**config.mk**
```make
export PLATFORM = sky130hd
export DESIGN_NAME = video_shifter
export DESIGN_NICKNAME = d
export VERILOG_FILES = /design/src/rtl/video_timing_pkg.sv /design/src/rtl/pix_fifo.sv /design/src/rtl/video_shifter.sv
export SDC_FILE = /design/constraint.sdc
export NUM_CORES = 1
export LEC_CHECK = 0
export ABC_AREA = 1
export CAP_MARGIN = 10
export CORE_MARGIN = 3
export CORE_UTILIZATION = 54
export DETAILED_ROUTE_END_ITERATION = 12
export PLACE_DENSITY = 0.75
export SLEW_MARGIN = 0
export SYNTH_ARGS = -nofsm -noshare
export SYNTH_HDL_FRONTEND = slang
export SYNTH_SLANG_ARGS = --single-unit
```
**constraint.sdc**
```tcl
create_clock -name clk_sys -period 2.9 [get_ports clk_sys]
set_input_delay 0.435 -clock clk_sys [delete_from_list [all_inputs] [get_ports clk_sys]]
set_output_delay 0.435 -clock clk_sys [all_outputs]
set_load 0.03 [all_outputs]
```
**src/rtl/video_timing_pkg.sv**
```systemverilog
// video_timing_pkg: default 15 kHz raster timing and the rgb444 pixel type,
// shared by the shifter and the scandoubler-side blocks.
package video_timing_pkg;
   localparam int CLK_DIV_DEF      = 4;
   localparam int H_TOTAL_DEF      = 342;
   localparam int H_ACTIVE_DEF     = 256;
   localparam int H_SYNC_START_DEF = 280;
   localparam int H_SYNC_LEN_DEF   = 26;
   localparam int V_TOTAL_DEF      = 262;
   localparam int V_ACTIVE_DEF     = 192;
   localparam int V_SYNC_START_DEF = 224;
   localparam int V_SYNC_LEN_DEF   = 3;
   typedef struct packed {
      logic [3:0] r;
      logic [3:0] g;
      logic [3:0] b;
   } rgb444_t;
endpackage

```
**src/rtl/pix_fifo.sv**
```systemverilog
// pix_fifo: 4-entry rgb444 prefetch FIFO; flush wins over push, push+pop keeps count.
module pix_fifo
   import video_timing_pkg::*;
(
   input  logic       clk_sys,
   input  logic       reset,
   input  logic       push,
   input  logic       pop,
   input  logic       flush,
   input  rgb444_t    din,
   output rgb444_t    dout,
   output logic       full,
   output logic       empty,
   output logic [2:0] count
);
   rgb444_t    mem_q [4];
   rgb444_t    mem_d [4];
   logic [1:0] wr_q, wr_d, rd_q, rd_d;
   logic [2:0] cnt_q, cnt_d;
   logic       do_push, do_pop;
   always_comb begin
      full    = cnt_q == 3'd4;
      empty   = cnt_q == 3'd0;
      count   = cnt_q;
      dout    = mem_q[rd_q];
      do_push = push && !full && !flush;
      do_pop  = pop && !empty && !flush;
      mem_d   = mem_q;
      if (do_push) mem_d[wr_q] = din;
      wr_d    = flush ? 2'd0 : wr_q + 2'(do_push);
      rd_d    = flush ? 2'd0 : rd_q + 2'(do_pop);
      cnt_d   = flush ? 3'd0 : cnt_q + 3'(do_push) - 3'(do_pop);
   end
   always_ff @(posedge clk_sys) begin
      if (reset) begin
         wr_q  <= '0;
         rd_q  <= '0;
         cnt_q <= '0;
      end else begin
         wr_q  <= wr_d;
         rd_q  <= rd_d;
         cnt_q <= cnt_d;
      end
   end
   always_ff @(posedge clk_sys) mem_q <= mem_d;
endmodule

```
**src/rtl/video_shifter.sv**
```systemverilog
// video_shifter: 15 kHz raster generator; active pixels are pulled from an
// upstream stream through a 4-entry prefetch FIFO flushed once per frame.
module video_shifter
   import video_timing_pkg::*;
#(
   parameter int CLK_DIV      = CLK_DIV_DEF,
   parameter int H_TOTAL      = H_TOTAL_DEF,
   parameter int H_ACTIVE     = H_ACTIVE_DEF,
   parameter int H_SYNC_START = H_SYNC_START_DEF,
   parameter int H_SYNC_LEN   = H_SYNC_LEN_DEF,
   parameter int V_TOTAL      = V_TOTAL_DEF,
   parameter int V_ACTIVE     = V_ACTIVE_DEF,
   parameter int V_SYNC_START = V_SYNC_START_DEF,
   parameter int V_SYNC_LEN   = V_SYNC_LEN_DEF
) (
   input  logic        clk_sys,
   input  logic        reset,
   input  logic [11:0] pix_data,
   input  logic        pix_valid,
   output logic        pix_ready,
   output logic        ce_pix,
   output logic [8:0]  hcnt,
   output logic [8:0]  vcnt,
   output logic        hs_out,
   output logic        vs_out,
   output logic        de_out,
   output logic [3:0]  r_out,
   output logic [3:0]  g_out,
   output logic [3:0]  b_out,
   output logic        frame_start,
   output logic        underrun
);
   localparam int DW = (CLK_DIV > 1) ? $clog2(CLK_DIV) : 1;
   logic [DW-1:0] div_q, div_d;
   logic [8:0]    hcnt_q, hcnt_d, vcnt_q, vcnt_d;
   logic          hs_q, hs_d, vs_q, vs_d, de_q, de_d, und_q, und_d;
   rgb444_t       rgb_q, rgb_d, fifo_dout;
   logic          div_last, h_last, v_last, active, flush, push, pop, full, empty;
   logic [2:0]    fifo_count;
   pix_fifo u_fifo (
      .clk_sys (clk_sys),
      .reset   (reset),
      .push    (push),
      .pop     (pop),
      .flush   (flush),
      .din     (rgb444_t'(pix_data)),
      .dout    (fifo_dout),
      .full    (full),
      .empty   (empty),
      .count   (fifo_count)
   );
   always_comb begin
      div_last    = div_q == DW'(CLK_DIV - 1);
      ce_pix      = div_last && !reset;
      h_last      = hcnt_q == 9'(H_TOTAL - 1);
      v_last      = vcnt_q == 9'(V_TOTAL - 1);
      active      = hcnt_q < 9'(H_ACTIVE) && vcnt_q < 9'(V_ACTIVE);
      flush       = ce_pix && h_last && v_last;
      frame_start = flush;
      pix_ready   = !full && !flush && !reset;
      push        = pix_valid && pix_ready;
      pop         = ce_pix && active && !empty;
      div_d       = div_last ? '0 : div_q + 1'b1;
      hcnt_d      = ce_pix ? (h_last ? 9'd0 : hcnt_q + 9'd1) : hcnt_q;
      vcnt_d      = (ce_pix && h_last) ? (v_last ? 9'd0 : vcnt_q + 9'd1) : vcnt_q;
      hs_d        = ce_pix ? !(hcnt_q >= 9'(H_SYNC_START) && hcnt_q < 9'(H_SYNC_START + H_SYNC_LEN)) : hs_q;
      // VS only moves with the HS falling edge so the doubler sees both edges together
      vs_d        = (ce_pix && hcnt_q == 9'(H_SYNC_START))
                    ? !(vcnt_q >= 9'(V_SYNC_START) && vcnt_q < 9'(V_SYNC_START + V_SYNC_LEN)) : vs_q;
      de_d        = ce_pix ? active : de_q;
      rgb_d       = ce_pix ? (pop ? fifo_dout : '0) : rgb_q;
      und_d       = ce_pix && active && fifo_count == 3'd0;
   end
   always_ff @(posedge clk_sys) begin
      if (reset) begin
         div_q  <= '0;
         hcnt_q <= '0;
         vcnt_q <= '0;
         hs_q   <= 1'b1;
         vs_q   <= 1'b1;
         de_q   <= 1'b0;
         rgb_q  <= '0;
         und_q  <= 1'b0;
      end else begin
         div_q  <= div_d;
         hcnt_q <= hcnt_d;
         vcnt_q <= vcnt_d;
         hs_q   <= hs_d;
         vs_q   <= vs_d;
         de_q   <= de_d;
         rgb_q  <= rgb_d;
         und_q  <= und_d;
      end
   end
   assign hcnt     = hcnt_q;
   assign vcnt     = vcnt_q;
   assign hs_out   = hs_q;
   assign vs_out   = vs_q;
   assign de_out   = de_q;
   assign r_out    = rgb_q.r;
   assign g_out    = rgb_q.g;
   assign b_out    = rgb_q.b;
   assign underrun = und_q;
endmodule

```
## Word-level counts from Yosys, hierarchy flattened

Index checks and enable logic that the tools add are counted.
Widths: inputs -> output; s select.

- Bitwise operators: 2
- Add/sub/neg operators: 7
- Order comparisons: 9
- Equality and inequality tests: 5
- Muxes and demuxes: 9
- Reductions and logical operators: 27

Operators by type and width:

| operator | count |
|---|---|
| $bwmux 48 | 1 |
| $mux 12 | 4 |
| $eq 9x9->1 const B | 3 |
| $bmux 12 s2 | 1 |
| $demux 12 s2 | 1 |
| $add 9x1->9 const B | 2 |
| $logic_and 1x1->1 | 18 |
| $lt 9x8->1 const B | 2 |
| $lt 9x9->1 const B | 2 |
| $mux 9 | 2 |
| $ge 9x8->1 const B | 1 |
| $ge 9x9->1 const B | 1 |
| $ge 3x3->1 const B | 2 |
| $logic_not 1->1 | 6 |
| $not 2->3 | 2 |
| $add 2x1->2 | 2 |
| $reduce_or 2->1 | 2 |
| $add 3x1->3 | 1 |
| $eq 3x3->1 const B | 1 |
| $logic_not 3->1 | 1 |
| $lt 3x1->1 const B | 1 |
| $sub 3x1->3 | 1 |
| $add 2x1->2 const B | 1 |
| $eq 2x2->1 const B | 1 |

- Input port bits: 15
- Register bits: 91
- Output and inout bits: 37
- Word-level logic and storage cells: 84

## Logic depth before layout (Yosys ltp)

Gate-level depths: netlist (run 1).

- Depth after elaboration: 12
- Mapped depth: 15
- Depth with buffers taken out: 15

## Hierarchy

From an unflattened synthesis (run 1), not the netlist that was laid out.

- Cell total of the unflattened synthesis: 424
- Area total of the unflattened synthesis: 3995.1 um^2

By module, submodules not included:

| module | sequential area each (um^2) | area each (um^2) | cells each | instances |
|---|---|---|---|---|
| pix_fifo | 1581.5 | 2272.2 | 171 | 1 |
| video_shifter | 720.7 | 1722.9 | 253 | 1 |

## Worst setup path after synthesis (run 1)

Ideal clock, no wire load.

- Path kind: flip-flop to flip-flop
- Start: reg div_q[0]
- End: reg u_fifo.cnt_q[2], in the netlist u_fifo.count[2]
- Setup time: 0.070 ns
- Period minus slack after synthesis: 2.730 ns
- Data required time: 2.830 ns
- Stages on the path, launching flop included: 15
- Data arrival time: 2.660 ns
- Buffers on the path: 1
- Path slack: 0.170 ns
- Cells stage by stage: dfxtp_1 > ha_1 > inv_1 > nor2_4 > nand3_2 > nor2_2 > buf_4 > ha_1 > inv_1 > ha_1 > inv_1 > fa_1 > xnor2_1 > or2_2 > a21oi_1

- Word-level cells in the longest chain between the ends: 12
- Elaborated cells on any way between the ends: 17
- Those cells by class: add/sub (2); eq/ne (1); reduce/logical (14)

RTL lines:

| element | line | text |
|---|---|---|
| from (decl) | video_shifter.sv:34 | `logic [DW-1:0] div_q, div_d;` |
| from (signal assigned) | video_shifter.sv:85 | `div_q <= div_d;` |
| $eq 2x2->1 * | video_shifter.sv:53 | `div_last = div_q == DW'(CLK_DIV - 1);` |
| $logic_and 1x1->1 * | video_shifter.sv:54 | `ce_pix = div_last && !reset;` |
| named net ce_pix | video_shifter.sv:21 | `output logic ce_pix,` |
| $logic_and 1x1->1 (2 in series) | video_shifter.sv:58 | `flush = ce_pix && h_last && v_last;` |
| $logic_not 1->1 | pix_fifo.sv:26, pix_fifo.sv:27, video_shifter.sv:60 |  |
| $logic_and 1x1->1 (2 in series) | video_shifter.sv:60 | `pix_ready = !full && !flush && !reset;` |
| $logic_and 1x1->1 | video_shifter.sv:61 | `push = pix_valid && pix_ready;` |
| $logic_and 1x1->1 (2 in series) | pix_fifo.sv:26 | `do_push = push && !full && !flush;` |
| $add 3x1->3 | pix_fifo.sv:32 | `cnt_d = flush ? 3'd0 : cnt_q + 3'(do_push) - 3'(do_pop);` |
| $sub 3x1->3 | pix_fifo.sv:32 |  |
| to (signal assigned) | pix_fifo.sv:42 | `cnt_q <= cnt_d;` |
| to (decl) | pix_fifo.sv:19 | `logic [2:0] cnt_q, cnt_d;` |

Mark *: on every way through the listed nets, which the timed path passes. The rest lies on a longest branch.
A chain may end at the register's enable or synchronous reset.

## Final worst setup path (run 1)

- Start: reg hcnt_q[1], in the netlist hcnt[1]
- End: out pix_ready

- Word-level cells in the longest chain between the ends: 6

RTL lines:

| element | line | text |
|---|---|---|
| from (decl) | video_shifter.sv:35 | `logic [8:0] hcnt_q, hcnt_d, vcnt_q, vcnt_d;` |
| from (signal assigned) | video_shifter.sv:86 | `hcnt_q <= hcnt_d;` |
| $eq 9x9->1 | video_shifter.sv:55 | `h_last = hcnt_q == 9'(H_TOTAL - 1);` |
| $logic_and 1x1->1 (2 in series) | video_shifter.sv:58 |  |
| $logic_not 1->1 | video_shifter.sv:60 |  |
| $logic_and 1x1->1 (2 in series) | video_shifter.sv:60 |  |
| to (decl) | video_shifter.sv:20 | `output logic pix_ready,` |

No other way between the ends.

==> results of run 1 <==
==> placed cells by master, fill, tap and decap left out, types with 2 or more instances in the layout <==
master | netlist | routed
sky130_fd_sc_hd__nor2_1 | 66 | 66
sky130_fd_sc_hd__o22ai_1 | 13 | 13
sky130_fd_sc_hd__clkdlybuf4s50_1 | 0 | 50
sky130_fd_sc_hd__nand2_4 | 2 | 2
sky130_fd_sc_hd__inv_1 | 41 | 41
sky130_fd_sc_hd__edfxtp_1 | 48 | 48
sky130_fd_sc_hd__dfxtp_1 | 43 | 43
sky130_fd_sc_hd__clkbuf_8 | 0 | 9
sky130_fd_sc_hd__nand3_1 | 16 | 16
sky130_fd_sc_hd__nand2_1 | 80 | 80
sky130_fd_sc_hd__xnor2_1 | 3 | 3
sky130_fd_sc_hd__nor4_1 | 2 | 2
sky130_fd_sc_hd__a21oi_1 | 11 | 11
sky130_fd_sc_hd__nor2_2 | 2 | 2
sky130_fd_sc_hd__clkinvlp_4 | 0 | 2
sky130_fd_sc_hd__ha_1 | 11 | 11
sky130_fd_sc_hd__nand4_1 | 6 | 6
sky130_fd_sc_hd__inv_6 | 0 | 2
sky130_fd_sc_hd__nand3_2 | 2 | 2
sky130_fd_sc_hd__buf_4 | 1 | 14
sky130_fd_sc_hd__nor2_4 | 2 | 2
sky130_fd_sc_hd__o21ai_0 | 31 | 31
sky130_fd_sc_hd__nor3_1 | 8 | 8
==> layer usage <==
metal	routed length (µm)	global-route usage, %
met3	547	4.26
met4	124	7.14
met2	3910	34.1
met5	0	0
met1	3500	27.7
==> critical path, delay by kind of cell (launching register included) <==
| kind | cells | cell delay (ps) |
|---|---|---|
| adders and majority gates | 1 | 160 |
| buffers and inverters | 3 | 770 |
| DFF | 1 | 340 |
| and+or+nand+nor | 6 | 630 |
==> area by class of cell <==
| type | instances | area, µm² |
|---|---|---|
| fillers | 507 | 1920 |
| well taps | 93 | 116 |
| multi-input cells | 261 | 1320 |
| clock inverters | 6 | 48.8 |
| inverters | 42 | 158 |
| repair buffers | 65 | 618 |
| clock buffers | 10 | 128 |
| flip-flops and latches | 91 | 2300 |
==> flip-flops by register name, summed over array words and instances, names as in the netlist <==
signal and flops:
u_fifo.mem_q 48, hcnt 9, vcnt 9, b_out 4, g_out 4, r_out 4, u_fifo.count 3, div_q 2
u_fifo.rd_q 2, u_fifo.wr_q 2, de_out 1, hs_out 1, underrun 1, vs_out 1
==> cell families after synthesis <==
family / after synthesis / synth area share (%)
and+or+nand+nor: 189 / 21.7
DFF: 91 / 60.4
AOI/OAI and AO/OA: 56 / 7.82
buffers and inverters: 50 / 5.02
adders and majority gates: 12 / 4.14
xor gates and xnor gates: 4 / 0.920
==> report_power, final <==
part           switching [µW]  internal (µW)  total [µW]
logic                     275            180         455
registers                63.6           1500        1560
clock network             463            322         786
==> timing repair <==
| item | in CTS | in global routing |
|---|---|---|
| setup endpoints to repair | 0 | 1 |
| resized for setup | 0 | 1 |
| hold endpoints to repair | 0 | 0 |
==> stage by stage <==
stage	total power [µW]	hold WS [ps]	utilization (%)
CTS	2820	437	70.9
global placement	2020	407	68.3
global route	2960	464	71.0
floorplan	1870	399	-
finish	2800	434	71.0
detailed placement	2050	424	68.3
==> final timing paths <==
| path | from | to | slack [ps] |
|---|---|---|---|
| hold reg to reg | div_q[0]$_SDFF_PP0_ | div_q[0]$_SDFF_PP0_ | 430 |
| hold / removal | div_q[0]$_SDFF_PP0_ | div_q[0]$_SDFF_PP0_ | 430 |
| setup reg to reg | div_q[0]$_SDFF_PP0_ | u_fifo.count[2]$_SDFF_PP0_ | 440 |
| setup / recovery | hcnt[1]$_SDFFE_PP0P_ | pix_ready | 200 |
==> flow_summary.rst, run 1 <==
.. list-table::
   :header-rows: 1

   * - Metric
     - Value
   * - Detail Route Antenna Nets
     - 0
   * - Final hold violations
     - 0
   * - Number of vias in the routed layout
     - around 2,900
   * - Setup crit start kind
     - register
   * - Number of failing setup endpoints in the final timing report
     - 0
   * - Slack of the critical path
     - around 200 ps
   * - Clock edge transition at the registers on the reported setup and hold paths
     - roughly 90 ps
   * - Global-route wire length before repair
     - ~14 mm
   * - Rows
     - 29
   * - Run status
     - completed
   * - Number of global-route vias before repair
     - about 2,800
   * - Aggregate negative setup slack
     - 0 ps
   * - Mapped Nets
     - between 400 and 500
   * - Hold crit path type
     - reg -> reg
   * - Commonest cells in the synthesized netlist
     - sky130_fd_sc_hd__nand2_1, sky130_fd_sc_hd__nor2_1, sky130_fd_sc_hd__edfxtp_1
   * - Register-to-Register Path Depth
     - 13
   * - Longest individual stage delay on the worst path
     - around 600 ps
   * - Hold Path Depth
     - 1
   * - Max cap viols
     - 0
   * - Max Fclk
     - ~370 MHz
   * - Maximum vdd drop
     - about 0.53 mV
   * - Layout Nets
     - 497
   * - Pwr/cell area
     - 598 nW/µm²
   * - Required time at the worst-slack endpoint
     - roughly 2500 ps
   * - Setup repair after global routing missed its margin
     - false
   * - Final min period
     - between 2000 and 3000 ps
   * - Total global routing overflow
     - 0
   * - Area of placed instances
     - ~4500 µm²
   * - Share of post-route cells with drive strength above 1
     - 8.63%
   * - I/O pin cnt
     - 52
   * - Insertion delay of the later-clocked pin in the worst-skew pair
     - around 360 ps
   * - Summed instance area of the synthesized netlist
     - ~3800 µm²
   * - Hold buffers post-CTS
     - 0
   * - Leading cell types by total area after synthesis
     - sky130_fd_sc_hd__edfxtp_1, sky130_fd_sc_hd__dfxtp_1, sky130_fd_sc_hd__nand2_1
   * - Worst Path Arrival
     - 2270 ps
   * - Slew @ Worst Pin
     - between 600 and 700 ps
   * - Clock tree root driver cell
     - sky130_fd_sc_hd__clkbuf_8
   * - CP max FO
     - 5
   * - H-Tree Level Count
     - 3
   * - Average footprint of a synthesized cell
     - roughly 9.5 µm²
   * - Overall die height
     - 90.0 µm
   * - Kind of end point of the critical path
     - output port
   * - Area enclosed by the die boundary
     - around 8100 µm²
   * - Drt via density
     - 5.15
   * - Synth top area share
     - a little under two fifths
   * - Max-slew violation total from the final report
     - 0
   * - 1st-iter DRT viols
     - ~160
   * - Post-route DRC
     - 0
   * - Ratio of final minimum period to clock period
     - 93.1%
   * - IO buf count
     - slightly above 50
   * - Number of register bits inferred by synthesis
     - 91
   * - Final weighted congestion in routability-driven placement
     - approximately 0.9
   * - CTS tree
     - yes
   * - First drt pass iteration count
     - 4
   * - Ant. Diodes
     - 0
   * - Synthesis warning total
     - 0
   * - Sequential element share of the synthesized area
     - approximately three fifths
   * - Count leader, synth
     - sky130_fd_sc_hd__nand2_1
   * - Number of synthesized flops with an enable pin
     - 48
   * - Placement-stage worst setup slack
     - approximately 67 ps
   * - Netlist cell types
     - 27
   * - Flip-flop cell with the highest count after synthesis
     - sky130_fd_sc_hd__edfxtp_1
   * - Final standard cell count with taps included and fillers excluded
     - ~570
   * - Number of instances in the synthesized netlist
     - roughly 400
   * - Setup bufs post-CTS
     - 0
   * - Final clock skew
     - between 7 and 8 ps
   * - Clock Sink Count
     - 91
   * - Async set-or-reset flop fraction in the synthesized netlist
     - 0%
   * - Cell-by-cell listing of the critical path
     - inv_1, ha_1, nand2_1, nor2_1, nand3_4, nand2_4, nand2_4, inv_2, nor2_1, clkdlybuf4s50_1
   * - Cell accounting for the most synthesized area
     - sky130_fd_sc_hd__edfxtp_1
   * - Largest net degree at the start of global routing
     - 27
   * - Starting Density
     - just under 60%
   * - Worst slew margin
     - between 50 and 60%
   * - Die width
     - roughly 90 µm
   * - Clock Tree Buf Depth
     - 2
   * - Worst Path Class, Setup
     - reg -> out
   * - Overall fraction of global-route tracks in use
     - a little over a fifth
   * - Total length of routed wires
     - between 8 and 9 mm
   * - Layout Area Growth over Synthesis
     - 23.0%
   * - Final instance area
     - approximately 4700 µm²
   * - Area inside the core boundary
     - about 6600 µm²
   * - Static leakage
     - 0.00182 µW
   * - Highest-delay cell along the critical path
     - sky130_fd_sc_hd__clkdlybuf4s50_1
   * - Detailed placer's ending HPWL
     - 5.68 mm
   * - Clock buffers created by TritonCTS
     - 9
   * - Initial antenna violation count
     - 0
   * - Average wire per cell in the routed design
     - 14.2 µm
   * - Placed insts
     - 552
(Power assumes the default switching activity.)
==> inputs of run 2 (changes only) <==
- CORE_UTILIZATION: 54 -> 49
- PLACE_DENSITY: 0.75 -> 0.71
- TNS_END_PERCENT: default -> 50
- clock period: 2.9 -> 2.35 ns (I/O delays scaled with it)
==> run 2 against run 1 <==
Net effect: worst hold slack worse by 1.5 ps; clock skew about the same; sequential share of layout area down 2.2 points; non-clock buffer count up 15; sequential power up 24%; flip-flop and latch count unchanged; clock power up 32%; via count up 2.9%.
==> flow_summary.rst, run 2 (synthesis gave the netlist of run 1 again) <==
.. list-table::
   :header-rows: 1

   * - Metric
     - Value
   * - CP max FO
     - 4 (was 5)
   * - Total global routing overflow
     - 0 (unchanged)
   * - Max Fclk
     - roughly 440 MHz
   * - Termination of the worst setup path
     - u_fifo.count[2]$_SDFF_PP0_ (was pix_ready)
   * - Setup crit start kind
     - primary input (was register)
   * - Ant. Diodes
     - 0 (unchanged)
   * - Worst Path Class, Setup
     - in -> reg (was reg -> out)
   * - Average wire per cell in the routed design
     - 14.0 µm (was 14.2 µm)
   * - Global-route wire length before repair
     - 13.8 mm (was 13.6 mm)
   * - Worst setup slack for register-to-register paths
     - 120 ps (was 440 ps)
   * - Layout Nets
     - 512 (was 497)
   * - Hold path start
     - div_q[0]$_SDFF_PP0_ (unchanged)
   * - Setup bufs post-CTS
     - 0 (unchanged)
   * - Insertion delay of the later-clocked pin in the worst-skew pair
     - 350 ps (was 360 ps)
   * - Register with the highest flop count
     - u_fifo.mem_q (unchanged)
   * - Longest individual stage delay on the worst path
     - 520 ps (was 590 ps)
   * - Hold Path Depth
     - 1 (unchanged)
   * - Maximum vdd drop
     - 0.333 mV (was 0.532 mV)
   * - CTS tree
     - yes (unchanged)
   * - I/O pin cnt
     - 52 (unchanged)
   * - Startpoint of the worst setup timing path
     - reset (was hcnt[1]$_SDFFE_PP0P_)
   * - Commonest cells after routing, fill and taps aside
     - sky130_fd_sc_hd__nand2_1, sky130_fd_sc_hd__nor2_1, sky130_fd_sc_hd__clkdlybuf4s50_1, sky130_fd_sc_hd__edfxtp_1, sky130_fd_sc_hd__dfxtp_1 (unchanged)
   * - Pwr/cell area
     - 733 nW/µm² (was 598 nW/µm²)
   * - Slack of the critical path
     - 94.3 ps (was 199 ps)
   * - Initial antenna violation count
     - 0 (unchanged)
   * - Required time at the worst-slack endpoint
     - 2640 ps (was 2470 ps)
   * - Detail Route Antenna Nets
     - 0 (unchanged)
   * - Number of global-route vias before repair
     - 2,924 (was 2,813)
   * - First drt pass iteration count
     - 4 (unchanged)
   * - Worst slew margin
     - 53.7% (was 55.7%)
   * - Post-cts sizing count
     - 0 (unchanged)
   * - Layout Area Growth over Synthesis
     - 28.9% (was 23.0%)
   * - Clock buffers created by TritonCTS
     - 9 (unchanged)
   * - Area of placed instances
     - 4710 µm² (was 4510 µm²)
   * - Share of post-route cells with drive strength above 1
     - 14.3% (was 8.63%)
   * - Rows
     - 31 (was 29)
   * - Hold buffers post-CTS
     - 0 (unchanged)
   * - Number of vias in the routed layout
     - 3,008 (was 2,924)
   * - Hold crit path type
     - reg -> reg (unchanged)
   * - Run status
     - completed (unchanged)
   * - Starting Density
     - 51.4% (was 57.7%)
   * - Number of failing setup endpoints in the final timing report
     - 0 (unchanged)
   * - Die width
     - 94.2 µm (was 90.0 µm)
   * - Overall die height
     - 94.2 µm (was 90.0 µm)
   * - Final weighted congestion in routability-driven placement
     - 0.891 (was 0.904)
   * - Max-slew violation total from the final report
     - 0 (unchanged)
   * - Critical R2R Capture
     - u_fifo.count[2]$_SDFF_PP0_ (unchanged)
   * - Register-to-Register Path Depth
     - 13 (unchanged)
   * - Largest net degree at the start of global routing
     - 26 (was 27)
   * - Placement-stage worst setup slack
     - -299 ps (was 66.5 ps)
   * - Static leakage
     - 0.00191 µW (was 0.00182 µW)
   * - IO buf count
     - 51 (unchanged)
   * - Drt via density
     - 5.11 (was 5.15)
   * - Clock tree root driver cell
     - sky130_fd_sc_hd__clkbuf_8 (unchanged)
   * - Final min period
     - approximately 2300 ps
   * - Most common library cell in the layout ignoring fill and taps
     - sky130_fd_sc_hd__nand2_1 (unchanged)
   * - Worst Path Arrival
     - 2540 ps (was 2270 ps)
   * - Max FFs per register
     - 48 (unchanged)
   * - Final clock skew
     - 7.94 ps (was 7.62 ps)
   * - Clock Tree Buf Depth
     - 2 (unchanged)
   * - Final instance area
     - 4910 µm² (was 4690 µm²)
   * - Max cap viols
     - 0 (unchanged)
   * - Post-route DRC
     - 0 (unchanged)
   * - Slew @ Worst Pin
     - 694 ps (was 663 ps)
   * - Area inside the core boundary
     - 7410 µm² (was 6600 µm²)
   * - Ratio of final minimum period to clock period
     - a little over nine tenths
   * - Reg2Reg Launch Point
     - div_q[0]$_SDFF_PP0_ (unchanged)
   * - H-Tree Level Count
     - 3 (unchanged)
   * - 1st-iter DRT viols
     - 105 (was 164)
   * - Clock Sink Count
     - 91 (unchanged)
   * - Overall fraction of global-route tracks in use
     - 20.2% (was 20.8%)
   * - Cell-by-cell listing of the critical path
     - clkdlybuf4s50_1, nor2_4, nand3_2, nor2_4, ha_4, inv_2, ha_4, inv_2, fa_2, xnor2_1, or2_4, a21oi_1 (was inv_1, ha_1, nand2_1, nor2_1, nand3_4, nand2_4, nand2_4, inv_2, nor2_1, clkdlybuf4s50_1)
   * - Kind of end point of the critical path
     - register (was output port)
   * - Total length of routed wires
     - 8.23 mm (was 8.08 mm)
   * - Detailed placer's ending HPWL
     - 5.65 mm (was 5.68 mm)
   * - Area enclosed by the die boundary
     - 8870 µm² (was 8100 µm²)
   * - Clock edge transition at the registers on the reported setup and hold paths
     - 80 ps (was 90 ps)
   * - Setup repair after global routing missed its margin
     - true (was false)
   * - Final hold violations
     - 0 (unchanged)
   * - Highest-delay cell along the critical path
     - sky130_fd_sc_hd__clkdlybuf4s50_1 (unchanged)
run 2: cell count changes in the layout (fill, tap and decap cells not counted), moves of 3 or more:
cell,previous run,this run
sky130_fd_sc_hd__ha_1,11,8
sky130_fd_sc_hd__inv_2,1,5
sky130_fd_sc_hd__buf_12,0,3
sky130_fd_sc_hd__buf_4,14,28
sky130_fd_sc_hd__inv_1,41,37
sky130_fd_sc_hd__ha_4,0,3
run 2: per-stage QoR:
stage	power (µW)	hold WS, ps	TNS [ps]	util (%)	cells
floorplan	2350	408	-236	-	402
global route	3800	448	-38.4	66.3	589
global placement	2580	413	-189	63.6	573
CTS	3640	437	0	66.2	589
finish	3600	433	0	66.3	589
detailed placement	2610	425	-348	63.6	573
run 2: area by class of cell:
type,instances,area [µm²]
fillers,610,2500
flip-flops and latches,91,2300
multi-input cells,261,1370
repair buffers,80,763
inverters,42,158
clock buffers,10,128
well taps,99,124
clock inverters,6,65.1
run 2: routing by layer:
layer | global-route usage, % | routed length, µm
met1 | 24.9 | 3650
met2 | 34.1 | 4100
met3 | 5.05 | 405
met4 | 7.58 | 80
met5 | 0 | 0
run 2: worst min path at each step:
stage                     endpoint
2_1_floorplan  div_q[0]$_SDFF_PP0_
3_5_place_dp   div_q[0]$_SDFF_PP0_
4_1_cts        div_q[0]$_SDFF_PP0_
6_report       div_q[0]$_SDFF_PP0_
5_1_grt        div_q[0]$_SDFF_PP0_
3_3_place_gp   div_q[0]$_SDFF_PP0_
run 2: where the power goes:
group          internal, µW  switching [µW]  leakage (µW)
Sequential             1850            74.5      0.000787
Clock                   494             544     0.0000966
Combinational           276             362       0.00103
Total                  2620             981       0.00191
run 2: critical path: cells and delay by family:
family	cells	cell delay, ps
and+or+nand+nor	4	640
xor gates and xnor gates	1	150
adders and majority gates	3	660
AOI/OAI and AO/OA	1	110
buffers and inverters	3	610
==> inputs of run 3 (changes only) <==
- CAP_MARGIN: 10 -> 40
- RECOVER_POWER: default -> 25
==> run 3 against run 2 <==
Net effect: largest power group unchanged; critical path depth unchanged; clock-buffer cell count is the same; critical path type unchanged; worst hold slack hardly changed; maximum frequency is essentially flat; non-clock buffer count stayed put; register-to-register slack about the same; first-iteration DRC count is 2.9% higher; core utilization stayed put; setup slack hardly changed; clock skew about the same; die area did not move; sequential power is essentially flat.
==> flow_summary.rst, run 3 (synthesis gave the netlist of run 1 again) <==
.. list-table::
   :header-rows: 1

   * - Metric
     - Value
   * - Number of vias in the routed layout
     - 3,017 (was 3,008)
   * - Number of global-route vias before repair
     - 2,924 (unchanged)
   * - Ant. Diodes
     - 0 (unchanged)
   * - Area enclosed by the die boundary
     - 8870 µm² (unchanged)
   * - Run status
     - completed (unchanged)
   * - Drt via density
     - 5.12 (was 5.11)
   * - Placement-stage worst setup slack
     - -299 ps (unchanged)
   * - Worst slew margin
     - 53.3% (was 53.7%)
   * - Clock Sink Count
     - 91 (unchanged)
   * - Clock edge transition at the registers on the reported setup and hold paths
     - 80 ps (about the same)
   * - 1st-iter DRT viols
     - 108 (was 105)
   * - Final core utilization
     - 66.3% (unchanged)
   * - Number of failing setup endpoints in the final timing report
     - 0 (unchanged)
   * - Final min period
     - 2260 ps (about the same)
   * - Insertion delay of the later-clocked pin in the worst-skew pair
     - 350 ps (about the same)
   * - Kind of end point of the critical path
     - register (unchanged)
   * - Global-route wire length before repair
     - 13.8 mm (unchanged)
   * - IO buf count
     - 51 (unchanged)
   * - Slew @ Worst Pin
     - 700 ps (was 694 ps)
   * - Die width
     - 94.2 µm (unchanged)
   * - Total power draw
     - 3600 µW (about the same)
   * - Worst Path Class, Setup
     - in -> reg (unchanged)
   * - Highest-delay cell along the critical path
     - sky130_fd_sc_hd__clkdlybuf4s50_1 (unchanged)
   * - Final hold violations
     - 0 (unchanged)
   * - Slack of the critical path
     - 94.0 ps (was 94.3 ps)
   * - Clock buffers created by TritonCTS
     - 9 (unchanged)
   * - Required time at the worst-slack endpoint
     - 2640 ps (about the same)
   * - CP max FO
     - 4 (unchanged)
   * - Final clock skew
     - 8.06 ps (was 7.94 ps)
   * - Longest individual stage delay on the worst path
     - 520 ps (about the same)
   * - Detailed placer's ending HPWL
     - 5.65 mm (unchanged)
   * - Area inside the core boundary
     - 7410 µm² (unchanged)
   * - H-Tree Level Count
     - 3 (unchanged)
   * - First drt pass iteration count
     - 4 (unchanged)
   * - Max-slew violation total from the final report
     - 0 (unchanged)
   * - Final weighted congestion in routability-driven placement
     - 0.891 (unchanged)
   * - Clock tree root driver cell
     - sky130_fd_sc_hd__clkbuf_8 (unchanged)
   * - Setup repair after global routing missed its margin
     - true (unchanged)
   * - Cell-by-cell listing of the critical path
     - clkdlybuf4s50_1, nor2_4, nand3_2, nor2_4, ha_4, inv_2, ha_4, inv_2, fa_2, xnor2_1, or2_4, a21oi_1 (unchanged)
   * - Aggregate negative setup slack
     - 0 ps (unchanged)
   * - Share of post-route cells with drive strength above 1
     - 14.3% (unchanged)
   * - Register with the highest flop count
     - u_fifo.mem_q (unchanged)
   * - Clock Tree Buf Depth
     - 2 (unchanged)
   * - Total length of routed wires
     - 8.24 mm (was 8.23 mm)
   * - Static leakage
     - 0.00192 µW (was 0.00191 µW)
   * - Pwr/cell area
     - 732 nW/µm² (was 733 nW/µm²)
   * - Commonest cells after routing, fill and taps aside
     - sky130_fd_sc_hd__nand2_1, sky130_fd_sc_hd__nor2_1, sky130_fd_sc_hd__edfxtp_1, sky130_fd_sc_hd__dfxtp_1 (was sky130_fd_sc_hd__nand2_1, sky130_fd_sc_hd__nor2_1, sky130_fd_sc_hd__clkdlybuf4s50_1, sky130_fd_sc_hd__edfxtp_1, sky130_fd_sc_hd__dfxtp_1)
   * - Starting Density
     - 51.4% (unchanged)
   * - Minimum hold slack
     - 432 ps (was 433 ps)
   * - Overall fraction of global-route tracks in use
     - 20.2% (unchanged)
   * - Overall die height
     - 94.2 µm (unchanged)
   * - Initial antenna violation count
     - 1 (was 0)
   * - Maximum vdd drop
     - 0.332 mV (was 0.333 mV)
   * - Max FFs per register
     - 48 (unchanged)
   * - Detail Route Antenna Nets
     - 0 (unchanged)
   * - Most common library cell in the layout ignoring fill and taps
     - sky130_fd_sc_hd__nand2_1 (unchanged)
   * - Max cap viols
     - 0 (unchanged)
   * - Ratio of final minimum period to clock period
     - 96.0% (about the same)
   * - I/O pin cnt
     - 52 (unchanged)
   * - Layout Area Growth over Synthesis
     - 28.9% (unchanged)
   * - Layout Nets
     - 512 (unchanged)
   * - Post-route DRC
     - 0 (unchanged)
   * - Total global routing overflow
     - 0 (unchanged)
   * - Setup bufs post-CTS
     - 0 (unchanged)
   * - Worst Path Arrival
     - 2540 ps (about the same)
   * - Hold crit path type
     - reg -> reg (unchanged)
   * - Largest net degree at the start of global routing
     - 26 (unchanged)
   * - Rows
     - 31 (unchanged)
   * - Max Fclk
     - 443 MHz (about the same)
   * - CTS tree
     - yes (unchanged)
   * - Average wire per cell in the routed design
     - 14.0 µm (about the same)
   * - Setup crit start kind
     - primary input (unchanged)
run 3: layout make-up:
class | count | area [µm²]
Clock buffer | 10 | 128
Clock inverter | 6 | 65.1
Fill cell | 610 | 2500
Inverter | 42 | 158
Multi-Input combinational cell | 261 | 1370
Sequential cell | 91 | 2300
Tap cell | 99 | 124
Timing Repair Buffer | 80 | 763
run 3: through the flow:
| stage | cells | cell area, µm² |
|---|---|---|
| after floorplan | 402 | 3860 |
| after global routing | 589 | 4910 |
| final | 589 | 4910 |
| after detailed placement | 573 | 4710 |
| after global placement | 573 | 4710 |
| after CTS | 589 | 4900 |
run 3: what timing repair did:
item / CTS / global route
endpoints found under the setup margin: 0 / 3
resized for setup: 0 / 4
hold buffers: 0 / 0
run 3: path summary, 6_finish.rpt:
kind                             from                    endpoint  slack [ps]  depth (start not counted)
setup / recovery                reset  u_fifo.count[2]$_SDFF_PP0_          90                         12
hold reg to reg   div_q[0]$_SDFF_PP0_         div_q[0]$_SDFF_PP0_         430                          1
hold / removal    div_q[0]$_SDFF_PP0_         div_q[0]$_SDFF_PP0_         430                          1
setup reg to reg  div_q[0]$_SDFF_PP0_  u_fifo.count[2]$_SDFF_PP0_         120                         13
run 3: per-layer routing:
layer / share of wire [%] / wire length (µm) / vias to the layer above / GRT usage, %
li1: - / - / 1502 / -
met1: 44 / 3670 / 1415 / 24.9
met2: 49 / 4050 / 87 / 34.1
met3: 5.0 / 416 / 11 / 5.05
met4: 1.1 / 90 / 2 / 7.58
met5: 0.17 / 14 / - / 0
run 3: where the power goes:
group | switching, µW | total [µW] | internal (µW)
clock | 543 | 1040 | 494
combinational | 361 | 634 | 272
sequential | 74.6 | 1930 | 1850
run 3: worst max-delay path: cells and delay by family:
kind                       cells  cell delay [ps]
xor gates and xnor gates       1              150
and+or+nand+nor                4              640
AOI/OAI and AO/OA              1              110
buffers and inverters          3              610
adders and majority gates      3              660
